`src/rtl/fg_ctrl_pkg.sv`:
```
// Shared encodings for the front-panel parameter editor: select codes and repeat-FSM states.
package fg_ctrl_pkg;

  localparam logic [1:0] SEL_WAVE = 2'd0;
  localparam logic [1:0] SEL_FREQ = 2'd1;
  localparam logic [1:0] SEL_MIN  = 2'd2;
  localparam logic [1:0] SEL_MAX  = 2'd3;

  typedef enum logic [1:0] {
    ST_IDLE   = 2'd0,
    ST_FIRST  = 2'd1,
    ST_HOLD   = 2'd2,
    ST_REPEAT = 2'd3
  } rpt_state_t;

  function automatic logic [1:0] next_sel(input logic [1:0] cur);
    return cur + 2'd1;
  endfunction

endpackage

```
`src/rtl/btn_debounce.sv`:
```
// Push-button conditioner: 2-flop synchronizer, then a level that changes only after
// DEBOUNCE_TICKS consecutive sample ticks disagree with it; o_rise pulses with a new high level.
module btn_debounce #(
  parameter int DEBOUNCE_TICKS = 20
) (
  input  logic clock,
  input  logic reset_n,
  input  logic i_tick,
  input  logic i_btn,
  output logic o_level,
  output logic o_rise
);

  localparam int CW = (DEBOUNCE_TICKS > 1) ? $clog2(DEBOUNCE_TICKS) : 1;
  localparam logic [CW-1:0] CNT_LAST = CW'(DEBOUNCE_TICKS - 1);

  logic [1:0]    r_sync;
  logic [CW-1:0] r_cnt;
  logic          r_level;
  logic          r_rise;

  always_ff @(posedge clock or negedge reset_n) begin
    if (!reset_n) begin
      r_sync  <= 2'b00;
      r_cnt   <= '0;
      r_level <= 1'b0;
      r_rise  <= 1'b0;
    end else begin
      r_sync <= {r_sync[0], i_btn};
      r_rise <= 1'b0;
      // Any agreeing sample restarts the stability count.
      if (i_tick) begin
        if (r_sync[1] == r_level) begin
          r_cnt <= '0;
        end else if (r_cnt == CNT_LAST) begin
          r_cnt   <= '0;
          r_level <= r_sync[1];
          r_rise  <= r_sync[1];
        end else begin
          r_cnt <= r_cnt + 1'b1;
        end
      end
    end
  end

  assign o_level = r_level;
  assign o_rise  = r_rise;

endmodule

```
`src/rtl/param_edit_ctrl.sv`:
```
// Parameter editor: mode button cycles sel, up/down emit inc/dec strobes (and step wave_sel).
// Define AUTO_REPEAT_EN to get hold-to-repeat strobes; otherwise one strobe per press.
module param_edit_ctrl #(
  parameter int CLK_DIV        = 100000,
  parameter int DEBOUNCE_TICKS = 20,
  parameter int HOLD_TICKS     = 500,
  parameter int REPEAT_TICKS   = 250
) (
  input  logic       clock,
  input  logic       reset_n,
  input  logic       btn_up,
  input  logic       btn_down,
  input  logic       btn_mode,
  output logic [1:0] sel,
  output logic       min_or_max,
  output logic       inc_pulse,
  output logic       dec_pulse,
  output logic [1:0] wave_sel,
  output logic       busy
);

  import fg_ctrl_pkg::*;

`ifdef AUTO_REPEAT_EN
  localparam bit AUTO_RPT = 1'b1;
`else
  localparam bit AUTO_RPT = 1'b0;
`endif

  localparam int DIV_W = (CLK_DIV > 1) ? $clog2(CLK_DIV) : 1;
  localparam int MAX_T = (HOLD_TICKS > REPEAT_TICKS) ? HOLD_TICKS : REPEAT_TICKS;
  localparam int CNT_W = (MAX_T > 1) ? $clog2(MAX_T + 1) : 1;
  localparam logic [DIV_W-1:0] DIV_LAST = DIV_W'(CLK_DIV - 1);
  localparam logic [CNT_W-1:0] HOLD_LD  = CNT_W'(HOLD_TICKS);
  localparam logic [CNT_W-1:0] RPT_LD   = CNT_W'(REPEAT_TICKS);
  localparam logic [CNT_W-1:0] CNT_ONE  = CNT_W'(1);

  logic [DIV_W-1:0] r_div;
  logic             r_tick;
  rpt_state_t       r_state;
  logic [CNT_W-1:0] r_cnt;
  logic             r_dir_up;
  logic [1:0]       r_sel;
  logic             r_mom;
  logic             r_inc;
  logic             r_dec;
  logic [1:0]       r_wave;
  logic             r_busy;

  logic             w_up_lvl, w_up_rise;
  logic             w_dn_lvl, w_dn_rise;
  logic             w_mode_lvl, w_mode_rise;
  rpt_state_t       w_state_nxt;
  logic [CNT_W-1:0] w_cnt_nxt;
  logic             w_dir_nxt;
  logic             w_strobe;
  logic             w_abort;

  // Sample-tick generator shared by all three debouncers and the repeat timer.
  always_ff @(posedge clock or negedge reset_n) begin
    if (!reset_n) begin
      r_div  <= '0;
      r_tick <= 1'b0;
    end else if (r_div == DIV_LAST) begin
      r_div  <= '0;
      r_tick <= 1'b1;
    end else begin
      r_div  <= r_div + 1'b1;
      r_tick <= 1'b0;
    end
  end

  btn_debounce #(.DEBOUNCE_TICKS(DEBOUNCE_TICKS)) u_db_up (
    .clock(clock), .reset_n(reset_n), .i_tick(r_tick), .i_btn(btn_up),
    .o_level(w_up_lvl), .o_rise(w_up_rise)
  );

  btn_debounce #(.DEBOUNCE_TICKS(DEBOUNCE_TICKS)) u_db_dn (
    .clock(clock), .reset_n(reset_n), .i_tick(r_tick), .i_btn(btn_down),
    .o_level(w_dn_lvl), .o_rise(w_dn_rise)
  );

  btn_debounce #(.DEBOUNCE_TICKS(DEBOUNCE_TICKS)) u_db_mode (
    .clock(clock), .reset_n(reset_n), .i_tick(r_tick), .i_btn(btn_mode),
    .o_level(w_mode_lvl), .o_rise(w_mode_rise)
  );

  always_comb begin
    w_state_nxt = r_state;
    w_cnt_nxt   = r_cnt;
    w_dir_nxt   = r_dir_up;
    w_strobe    = 1'b0;
    // A session ends when its own button drops or the opposite one comes in.
    w_abort     = r_dir_up ? (!w_up_lvl || w_dn_lvl) : (!w_dn_lvl || w_up_lvl);
    case (r_state)
      ST_IDLE: begin
        if (w_up_rise && !w_dn_lvl) begin
          w_state_nxt = ST_FIRST;
          w_dir_nxt   = 1'b1;
        end else if (w_dn_rise && !w_up_lvl) begin
          w_state_nxt = ST_FIRST;
          w_dir_nxt   = 1'b0;
        end
      end
      ST_FIRST: begin
        if (w_abort) begin
          w_state_nxt = ST_IDLE;
        end else begin
          w_strobe    = 1'b1;
          w_cnt_nxt   = HOLD_LD;
          w_state_nxt = ST_HOLD;
        end
      end
      ST_HOLD: begin
        if (w_abort) begin
          w_state_nxt = ST_IDLE;
        end else if (r_tick && r_cnt != '0) begin
          if (AUTO_RPT && r_cnt == CNT_ONE) begin
            w_strobe    = 1'b1;
            w_cnt_nxt   = RPT_LD;
            w_state_nxt = ST_REPEAT;
          end else begin
            w_cnt_nxt = r_cnt - 1'b1;
          end
        end
      end
      ST_REPEAT: begin
        if (w_abort) begin
          w_state_nxt = ST_IDLE;
        end else if (r_tick) begin
          if (r_cnt <= CNT_ONE) begin
            w_strobe  = 1'b1;
            w_cnt_nxt = RPT_LD;
          end else begin
            w_cnt_nxt = r_cnt - 1'b1;
          end
        end
      end
      default: w_state_nxt = ST_IDLE;
    endcase
  end

  always_ff @(posedge clock or negedge reset_n) begin
    if (!reset_n) begin
      r_state  <= ST_IDLE;
      r_cnt    <= '0;
      r_dir_up <= 1'b0;
      r_busy   <= 1'b0;
      r_inc    <= 1'b0;
      r_dec    <= 1'b0;
    end else begin
      r_state  <= w_state_nxt;
      r_cnt    <= w_cnt_nxt;
      r_dir_up <= w_dir_nxt;
      r_busy   <= (w_state_nxt != ST_IDLE);
      r_inc    <= w_strobe && r_dir_up;
      r_dec    <= w_strobe && !r_dir_up;
    end
  end

  // Mode edges only count while no up/down session is active.
  always_ff @(posedge clock or negedge reset_n) begin
    if (!reset_n) begin
      r_sel  <= SEL_WAVE;
      r_mom  <= 1'b0;
      r_wave <= 2'd0;
    end else begin
      if (r_state == ST_IDLE && w_mode_rise) begin
        r_sel <= next_sel(r_sel);
        r_mom <= (next_sel(r_sel) == SEL_MAX);
      end
      if (w_strobe && r_sel == SEL_WAVE) begin
        r_wave <= r_dir_up ? (r_wave + 2'd1) : (r_wave - 2'd1);
      end
    end
  end

  assign sel        = r_sel;
  assign min_or_max = r_mom;
  assign inc_pulse  = r_inc;
  assign dec_pulse  = r_dec;
  assign wave_sel   = r_wave;
  assign busy       = r_busy;

endmodule

```
`config.mk`:
```
export PLATFORM = sky130hd
export DESIGN_NAME = param_edit_ctrl
export DESIGN_NICKNAME = d
export VERILOG_FILES = /design/src/rtl/fg_ctrl_pkg.sv /design/src/rtl/btn_debounce.sv /design/src/rtl/param_edit_ctrl.sv
export SDC_FILE = /design/constraint.sdc
export NUM_CORES = 1
export LEC_CHECK = 0
export CORE_ASPECT_RATIO = 1.2
export CORE_MARGIN = 4
export CORE_UTILIZATION = 50
export DETAILED_ROUTE_END_ITERATION = 10
export PLACE_DENSITY_LB_ADDON = 0.1
export SYNTH_ARGS = -nofsm -noshare
export SYNTH_HDL_FRONTEND = slang
export SYNTH_HIERARCHICAL = 1
export SYNTH_SLANG_ARGS = --single-unit
```
`constraint.sdc`:
```
create_clock -name clock -period 2.7 [get_ports clock]
set_input_delay 0.54 -clock clock [delete_from_list [all_inputs] [get_ports clock]]
set_output_delay 0.54 -clock clock [all_outputs]
set_load 0.02 [all_outputs]
```
=== Word-level counts from Yosys, hierarchy flattened ===
Index checks and enable logic that the tools add are counted.

* Word-level logic and storage cells: 113
* Register bits: 65
* Bits of input ports: 5
* Output and inout bits: 8

* Mux-type cells: 38
* Bitwise operators: 3
* Equality and inequality tests: 16
* Reductions and logical operators: 24
* Add/subtract/negate cells: 8
* Magnitude comparators: 1

{| class="wikitable"
|+ Operators by type and width
! operator !! number
|-
| $mux 9 || 6
|-
| $mux 5 || 6
|-
| $pmux 9 s3 || 1
|-
| $add 17x1->17 const B || 1
|-
| $eq 17x17->1 const B || 1
|-
| $mux 1 || 17
|-
| $mux 17 || 1
|-
| $add 5x1->5 const B || 3
|-
| $eq 5x5->1 const B || 3
|-
| $mux 2 || 5
|-
| $ne 2x2->1 const B || 5
|-
| $le 9x1->1 const B || 1
|-
| $reduce_and 3->1 || 3
|-
| $reduce_bool 9->1 || 1
|-
| $sub 9x1->9 const B || 1
|-
| $logic_and 1x1->1 || 7
|-
| $eq 2x2->1 const B || 3
|-
| $pmux 2 s3 || 1
|-
| $reduce_and 6->1 || 1
|-
| $add 2x1->2 const B || 2
|-
| $logic_not 2->1 || 2
|-
| $reduce_bool 2->1 || 2
|-
| $eq 1x1->1 || 3
|-
| $logic_not 1->1 || 3
|-
| other kinds (8) || 11
|}

=== Longest topological paths before layout ===
* Word-level depth: 6
* Mapped depth: 7
* Depth with buffers taken out: 7

=== Modules after synthesis ===
Netlist, hierarchy kept.

{| class="wikitable"
|+ Modules (own cells, without submodules)
! module !! times used !! cells an instance !! seq. area each (µm²) !! area each (µm²)
|-
| param_edit_ctrl || 1 || 178 || 950.9 || 1881.8
|-
| btn_debounce || 3 || 33 || 225.2 || 400.4
|}

=== Worst setup path after synthesis ===
Ideal clock, no wire load.

* Kind: reg-to-reg
* Start: reg u_db_up.r_level (netlist: u_db_up/o_level)
* End: reg r_cnt[6] (netlist name)
* Cell stages (with the launch flop): 6
* Setup slack: 0.831 ns
* Path buffers: 0
* Library setup time: 0.125 ns
* Data arrival time: 1.743 ns
* Clock period less this slack: 1.869 ns
* Data required time: 2.575 ns
* Cells stage by stage: dfrtp_1 -> or3b_4 -> a221o_1 -> a2111oi_4 -> xnor2_1 -> nand2_1

{| class="wikitable"
|+ RTL lines
! what !! RTL line !! source
|-
| start, declared || btn_debounce.sv:19 || <nowiki>logic r_level;</nowiki>
|-
| start signal, assigned || btn_debounce.sv:37 || <nowiki>r_level <= r_sync[1];</nowiki>
|}

==> run_results.csv <==
group,metric,value,unit
synth,netlist_instances,277,
critical_path,r2r_end,"r_cnt[6]",
synth,syn_area,0.00308,mm2
global_routing,antenna_found_initial,0,
global_routing,overflow,0,
route,wl,5440,um
synth,synth_fp_nets,290,
run,maxCapViolations,0,
synth,synth_edf_count,0,
cts,h-tree-depth,3,
route,via_per_inst,5.42,
synth,async_flop_share,100,%
critical_path,worstPathMaxFanout,7,
status,status,"finished, final reports clean",
cts,clock_latency,330,ps
die,io_pins,13,
timing,timing.final.crit_share,73.2,%
cells_and_area,area_growth,14.1,%
place,portBuffers,12,
synth,synthFlopType,"dfrtp_1",
synth,synth_seq_cells,65,
route,drtPass1Iterations,4,
synth,avgSynthCellArea,11.1,um2
timing,fin_setup_tns,0,ps
cts,post-cts-setup-buffers,0,
critical_path,critPathArrivalTime,2190,ps
synth,yosysWarningCount,6,
synth,yosysSeqAreaShare,52.8,%
cts,path_clk_slew,70,ps
cts,cts_buffer_depth,2,
global_routing,grt_pass1_wl,9550,um
place,dp.cells,373,
die,die_area,0.00749,mm2
cts,cts_root_buf,"clkbuf_8",
critical_path,crit_path_end_kind,"flop",
critical_path,timing.rr.start,"u_db_up/o_level",
timing,setup_violations,0,
timing,slew_viol_final,0,
critical_path,reg2reg_depth,5,
place,finalWeightedCongestion,0.770,
power,max-vdd-ir-drop,0.401,mV
cells_and_area,antenna_cells,0,
route,num_vias,2108,
timing,clock.fmax,0.506,GHz
route,initialDrtViolationCount,110,
die,start_util,51.3,%
synth,synthTopCellsByArea,"dfrtp_1 (53%), xor2_1 (4.3%), xnor2_1 (3.7%), ha_1 (3.2%), nand3_1 (3.1%)",
synth,synth_top_cell_by_area,"dfrtp_1",
cts,cts_resized,0,
timing,hold_viol_final,0,
cts,cts_made_buffers,9,
cells_and_area,layout-drive-gt1-share,10.1,%
timing,skew,7.83,ps
die,dieWidth,79.7,um
route,ant_nets,0,
place,hpwlAfterDp,3770,um
route,drc_errors,0,
timing,grt_setup_unrepaired,"no",
die,rows,31,
cells_and_area,final_nets,315,
critical_path,crit_path_start_kind,"flop",
critical_path,r2r_slack,720,ps
die,core,0.00601,mm2
synth,synth_cell_types,44,
critical_path,worstPathRequired,2920,ps
place,place_area,0.00332,mm2
power,p_per_area,511,mW/mm2
route,wl_per_cell,14.0,um
global_routing,grt_util_all_layers,16.6,%
global_routing,grt_max_degree,29,
global_routing,grt_pass1_vias,2054,
synth,synth_top_area_share,52.8,%
timing,slew_headroom,58.5,%
cells_and_area,final_design_area_no_fill,0.00352,mm2
cts,postCtsHoldBufs,0,
min_path,min_path_type,"primary input to async pin",
cts,clock-sinks,65,
cells_and_area,stdcell_count,389,
synth,synth.most_common_cell,"dfrtp_1",
timing,worst_slew_pin_slew,623,ps
timing,finalCriticalPeriod,1980,ps
power,p_leak,1.57,nW
synth,netlist_top_cells_count,"dfrtp_1 (65), nor2_1 (23), nand3_1 (19)",
critical_path,critical_path_class,"flop to flop",
cts,cts_tree,"yes",
die,die_h,94.0,um
[cells by family (layout without fill, tap and decap cells)]
logic type	after synthesis	count (layout)	synth area share, %
buffers and inverters	17	47	2.07
XOR/XNOR	28	28	7.95
flip-flops	65	65	52.8
multiplexers	11	11	3.90
adder cells (fa/ha/maj)	8	8	3.25
AO/OA/AOI/OAI	39	39	9.62
AND/OR/NAND/NOR	109	109	20.5
[routing by layer]
layer	global-route usage (%)	vias up	wire length (um)
met5	0	-	0
met4	7.31	0	91
met3	4.32	11	147
met2	26.5	22	2700
met1	21.1	1039	2500
li1	-	1036	-
[power by group]
part / internal, W / leakage (nW) / switching (W) / total [W]
logic: 0.00000911 / 0.592 / 0.0000220 / 0.0000311
clock network: 0.000435 / 0.0960 / 0.000348 / 0.000783
registers: 0.000978 / 0.880 / 0.00000364 / 0.000982
total: 0.00142 / 1.57 / 0.000374 / 0.00180
[layout by cell type (no fill, tap or decap), types with 4 or more instances in the layout]
cell,netlist,routed
a21oi_1,6,6
a32o_1,4,4
and3_1,4,4
and4_1,5,5
buf_4,0,4
clkbuf_8,0,13
clkdlybuf4s50_1,0,11
dfrtp_1,65,65
ha_1,8,8
inv_1,15,15
mux2_2,5,5
nand2_1,17,17
nand2b_1,8,8
nand3_1,19,19
nand4_1,7,7
nor2_1,23,23
nor2b_1,6,6
o21ai_0,9,9
o2bb2ai_1,6,6
xnor2_1,13,13
xor2_1,15,15
[through the flow]
stage | hold slack, ps | utilization (%) | setup slack (ps) | power, W
after floorplan | 244 | - | 831 | 0.00100
after global placement | 335 | 55.3 | 759 | 0.00103
after detailed placement | 337 | 55.3 | 731 | 0.00103
after CTS | 228 | 58.5 | 722 | 0.00183
after global routing | 260 | 58.5 | 639 | 0.00188
final | 216 | 58.5 | 725 | 0.00180
[worst max-delay path by stage]
stage | from | endpoint | slack (ps) | depth (start not counted)
CTS | u_db_up/o_level | r_cnt[6] | 720 | 5
global placement | u_db_up/o_level | r_cnt[6] | 760 | 5
floorplan | u_db_up/o_level | r_cnt[6] | 830 | 5
detailed placement | u_db_up/o_level | r_cnt[6] | 730 | 5
global route | u_db_up/o_level | r_cnt[6] | 640 | 5
finish | u_db_up/o_level | r_cnt[6] | 720 | 5
[worst max-delay path, cell delays in order (launching register included)]
cell and delay (ps):
dfrtp_1 470, or3b_4 440, a221o_1 380, a2111oi_4 350
xnor2_1 150, nand2_1 70
[flip-flops by register name, indices dropped and copies added (netlist names), 2 cells and up]
register,cells
sel,2
u_db_mode/r_cnt,5
u_db_dn/r_cnt,5
u_db_up/r_cnt,5
u_db_dn/r_sync,2
wave_sel,2
u_db_mode/r_sync,2
r_cnt,9
u_db_up/r_sync,2
r_div,17
r_state,2
[cell type report]
| type | instances | area, um2 |
|---|---|---|
| Fill cell | 521 | 2490 |
| Sequential cell | 65 | 1630 |
| Multi-Input combinational cell | 195 | 1390 |
| Clock buffer | 15 | 186 |
| Timing Repair Buffer | 16 | 145 |
| Tap cell | 82 | 103 |
| Inverter | 15 | 56.3 |
| Clock inverter | 1 | 7.51 |
(Power assumes the default switching activity.)
